==> config.mk <==
export PLATFORM = sky130hd
export DESIGN_NAME = mprj_io_cfg_serializer
export DESIGN_NICKNAME = d
export VERILOG_FILES = /design/src/rtl/mprj_io_cfg_serializer.sv
export SDC_FILE = /design/constraint.sdc
export NUM_CORES = 1
export LEC_CHECK = 0
export CAP_MARGIN = 40
export CORE_UTILIZATION = 50
export CTS_BUF_LIST = sky130_fd_sc_hd__clkbuf_16
export DETAILED_ROUTE_END_ITERATION = 6
export PLACE_DENSITY = 0.78
export SYNTH_ARGS = -nofsm -noshare
export SYNTH_HDL_FRONTEND = slang
export SYNTH_SLANG_ARGS = --single-unit
export TNS_END_PERCENT = 10
==> constraint.sdc <==
create_clock -name clock -period 4.43 [get_ports clock]
set_input_delay 0.6645 -clock clock [delete_from_list [all_inputs] [get_ports clock]]
set_output_delay 0.6645 -clock clock [all_outputs]
set_load 0.05 [all_outputs]
==> src/rtl/mprj_io_cfg_serializer.sv <==
// mprj_io_cfg_serializer: shifts per-pad GPIO config words into the control-block daisy chain,
// then strobes serial_load so every pad applies its new configuration at once.
module mprj_io_cfg_serializer #(
    parameter int IO_PADS  = 38,
    parameter int CFG_BITS = 13,
    parameter int CLK_DIV  = 2
) (
    input  logic                       clock,
    input  logic                       resetn,
    input  logic                       xfer,
    output logic [$clog2(IO_PADS)-1:0] cfg_idx,
    input  logic [CFG_BITS-1:0]        cfg_word,
    output logic                       serial_clock,
    output logic                       serial_data_out,
    output logic                       serial_load,
    output logic                       busy,
    output logic                       done
);
    localparam int PW = $clog2(IO_PADS);
    localparam int BW = (CFG_BITS > 1) ? $clog2(CFG_BITS) : 1;
    localparam int DW = (CLK_DIV > 1) ? $clog2(CLK_DIV) : 1;

    typedef enum logic [2:0] {IDLE, FETCH, SHIFT_LO, SHIFT_HI, LOAD_LO, LOAD_HI, DONE} state_t;

    state_t              state, state_nx;
    logic [PW-1:0]       pad_cnt;
    logic [BW-1:0]       bit_cnt;
    logic [DW-1:0]       div;
    logic [CFG_BITS-1:0] shreg;
    logic                timed, phase_end, shifting;

    assign timed     = (state == SHIFT_LO) || (state == SHIFT_HI) || (state == LOAD_LO) || (state == LOAD_HI);
    assign phase_end = timed && (div == DW'(CLK_DIV - 1));
    assign shifting  = (state == SHIFT_LO) || (state == SHIFT_HI);

    always_ff @(posedge clock) begin
        if (!resetn) state <= IDLE;
        else         state <= state_nx;
    end

    always_comb begin
        state_nx = state;
        case (state)
            IDLE:     state_nx = xfer ? FETCH : IDLE;
            FETCH:    state_nx = SHIFT_LO;
            SHIFT_LO: state_nx = phase_end ? SHIFT_HI : SHIFT_LO;
            SHIFT_HI: state_nx = !phase_end ? SHIFT_HI :
                                 (bit_cnt != '0) ? SHIFT_LO :
                                 (pad_cnt != '0) ? FETCH : LOAD_LO;
            LOAD_LO:  state_nx = phase_end ? LOAD_HI : LOAD_LO;
            LOAD_HI:  state_nx = phase_end ? DONE : LOAD_HI;
            DONE:     state_nx = IDLE;
            default:  state_nx = IDLE;
        endcase
    end

    // One divider times every phase; it restarts at each phase boundary.
    always_ff @(posedge clock) begin
        if (!resetn) begin
            pad_cnt <= '0;
            bit_cnt <= '0;
            div     <= '0;
            shreg   <= '0;
        end else begin
            div <= (timed && !phase_end) ? div + 1'b1 : '0;
            if (state == IDLE && xfer) pad_cnt <= PW'(IO_PADS - 1);
            if (state == FETCH) begin
                shreg   <= cfg_word;
                bit_cnt <= BW'(CFG_BITS - 1);
            end
            if (state == SHIFT_HI && phase_end) begin
                shreg <= shreg << 1;
                if (bit_cnt != '0)      bit_cnt <= bit_cnt - 1'b1;
                else if (pad_cnt != '0) pad_cnt <= pad_cnt - 1'b1;
            end
        end
    end

    assign cfg_idx         = pad_cnt;
    assign serial_clock    = (state == SHIFT_HI);
    assign serial_data_out = shifting && shreg[CFG_BITS-1];
    assign serial_load     = (state == LOAD_HI);
    assign busy            = (state != IDLE);
    assign done            = (state == DONE);
endmodule
==> results.toml <==
[synth]
synthCells = 152
ys_types = 41
postSynthAreaPerCell_um2 = 8.651
netlist_area_mm2 = 0.001315
synth_nets = 170
synth_ff_type = "dfxtp_1"
yosys_warnings = 0
ys_ff_latch = 27
ys_seq_area_share_pct = 41.10
async_flop_share_pct = 0
synth_enable_flop_cells = 0

[cts]
ctsResizeCount = 0
numCtsBuffers = 3
insertion_delay_ns = 0.26
clock-root-buffer = "clkbuf_16"
clockBufferDepth = 2
cts_tree = "built"
post_cts_buffers = 0
cts.htree.levels = 1
path_clk_slew_ns = 0.06
cts_sinks = 27
postCtsHoldBufs = 0

[setup_path]
critPathMaxFanout = 10
rrSetupSlack_ns = 2.44
timing.rr.end = "cfg_idx[1]$_SDFF_PN0_"
required_ns = 3.77
cp-start-kind = "flip-flop"
cp.arrival_ns = 1.94
crit_path_end_kind = "output port"
r2r-start = "state[0]$_SDFF_PN0_"
path_class = "reg2out"
reg2reg_depth = 4

[floorplan]
coreArea_mm2 = 0.002477
dieArea_mm2 = 0.002839
die_y_um = 53.29
start_util_pct = 53.08
dieWidth_um = 53.29
num_rows = 18
ios = 27

[drt]
viasPerCell = 5.877
wl_per_cell_um = 13.71
first_pass_iters = 4
drtIter0Drc = 17
routed_wl_um = 2796
antenna_left = 0
drc = 0
dr_total_vias = 1199

[job]
maxCapViolCount = 0

[placed_design]
place_inst = 200
dp_hpwl_um = 2002
port-buffer-count = 26
gp_congestion = 0.8226

[global_route]
grtUsageMet2_pct = 34.79
grt_overflow = 0
grt_pass1_vias = 1015
grt_first_pass_wirelength_um = 4367
grt_start_max_net_pins = 21
grt_util_met1_pct = 26.86
grt.met3_usage_pct = 4.885
top_usage_layer = "met2"
antenna_found_initial = 0
grt_use_total_pct = 21.85

[power_and_ir_drop]
p_total_w = 0.0005761
p_per_area_mw_per_mm2 = 347.5
p_leak_nw = 0.5848
ir_drop_v = 0.0002784

[timing]
fmax_mhz = 384.0
hold_viol = 0
maxSlewHeadroom_pct = 52.09
min_period_over_period_pct = 58.78
worstMarginPinSlew_ns = 0.7160
rsz0062_at_grt = "false"
slew_viol_final = 0
setup_violations = 0
min_period_ns = 2.604
tns_ns = 0
clock_skew_ns = 0.002776

[layout]
final_core_util_pct = 66.92
antennaDiodeCount = 0
fin_cells = 204
fin_nets = 193
drive_above_1_share_pct = 7.471
areaGrowthSynthToFinish_pct = 26.07

[run_status]
status = "finished clean"

[min_path]
min-delay-start = "shreg[4]$_SDFFE_PN0P_"
min_to = "shreg[4]$_SDFFE_PN0P_"
hold_path_class = "reg2reg"
holdPathStages = 2
-- report_power, final --
group | internal [W] | switching [W]
logic | 0.0000436 | 0.0000569
clock network | 0.000121 | 0.0000820
registers | 0.000257 | 0.0000157
total | 0.000421 | 0.000155
-- cells in the mapped netlist, types with 2 or more instances --
library cell | count | area share [%]
a211oi_1 | 3 | 1.7
dfxtp_1 | 27 | 41
o21a_1 | 3 | 1.7
and2_1 | 3 | 1.4
o21ai_0 | 3 | 1.1
nand2_1 | 16 | 4.6
nor2b_1 | 2 | 0.95
buf_2 | 6 | 2.3
inv_1 | 8 | 2.3
a22oi_1 | 12 | 6.9
nor3b_2 | 2 | 1.9
nor2_1 | 11 | 3.1
ha_1 | 2 | 1.9
nor3_1 | 7 | 2.7
o211ai_1 | 2 | 1.1
a21oi_1 | 17 | 6.5
clkbuf_1 | 2 | 0.57
nand4b_1 | 2 | 1.3
mux2i_1 | 2 | 1.5
-- cell families after synthesis --
family	share of synthesized area, %
simple gates	22.93
compound gates	24.45
mux	3.520
fa+ha+maj	1.903
flops	41.10
buf+inv	5.424
xor+xnor	0.6662
-- layer usage --
metal  up-vias  part of all wire (%)  routed length [um]
met3         5                   3.7                 103
li1        603                     -                   -
met5         -                     0                   0
met2        28                    49                1358
met1       563                    46                1295
met4         0                   1.4                  39
-- worst max-delay path by stage --
stage / slack (ns) / depth (start not counted) / start / end
5_1_grt: 1.74 / 3 / state[2]$_SDFF_PN0_ / serial_load
6_report: 1.83 / 3 / state[2]$_SDFF_PN0_ / serial_load
3_5_place_dp: 2.12 / 3 / state[2]$_SDFF_PN0_ / serial_load
2_1_floorplan: 2.50 / 6 / cfg_idx[0]$_SDFF_PN0_ / cfg_idx[1]$_SDFF_PN0_
4_1_cts: 1.84 / 3 / state[2]$_SDFF_PN0_ / serial_load
3_3_place_gp: 2.19 / 3 / state[1]$_SDFF_PN0_ / serial_clock
-- sequential cells by signal, indices dropped and copies added, names as in the netlist --
name	flops
shreg	13
cfg_idx	6
bit_cnt	4
state	3
div	1
-- final cells by class --
class / instances / area (um^2)
clock inverter: 1 / 3.754
inverter: 8 / 30.03
fill: 207 / 819.5
clock buffer: 3 / 75.07
sequential: 27 / 540.5
tap: 30 / 37.54
multi-input combinational: 108 / 703.2
timing repair buffer: 27 / 267.8
-- layout by cell type, fill, tap and decap left out, types with 2 or more instances in the layout --
cell type	netlist	final
dfxtp_1	27	27
clkdlybuf4s50_1	0	26
a21oi_1	17	17
nand2_1	16	16
a22oi_1	12	12
nor2_1	11	11
inv_1	8	9
nor3_1	7	7
and2_1	3	3
o21a_1	3	3
o21ai_0	3	3
a211oi_1	3	3
clkbuf_16	0	3
nor2b_1	2	2
nor3b_2	2	2
nand4b_1	2	2
mux2i_1	2	2
o211ai_1	2	2
ha_1	2	2
-- worst max-delay path, stage by stage (launching register included) --
cell,delay (ns)
dfxtp_1,0.47
nor2b_1,0.27
and2_1,0.15
clkdlybuf4s50_1,0.79
-- metrics by stage --
stage	setup slack (ns)	hold slack [ns]	area (um^2)
final	1.826	0.4581	1658
after CTS	1.836	0.4595	1658
after detailed placement	2.125	0.4499	1579
after global routing	1.738	0.4754	1658
after floorplan	2.505	0.4317	1315
after global placement	2.190	0.4442	1579
Note: power is estimated with default switching activity, not from simulation.
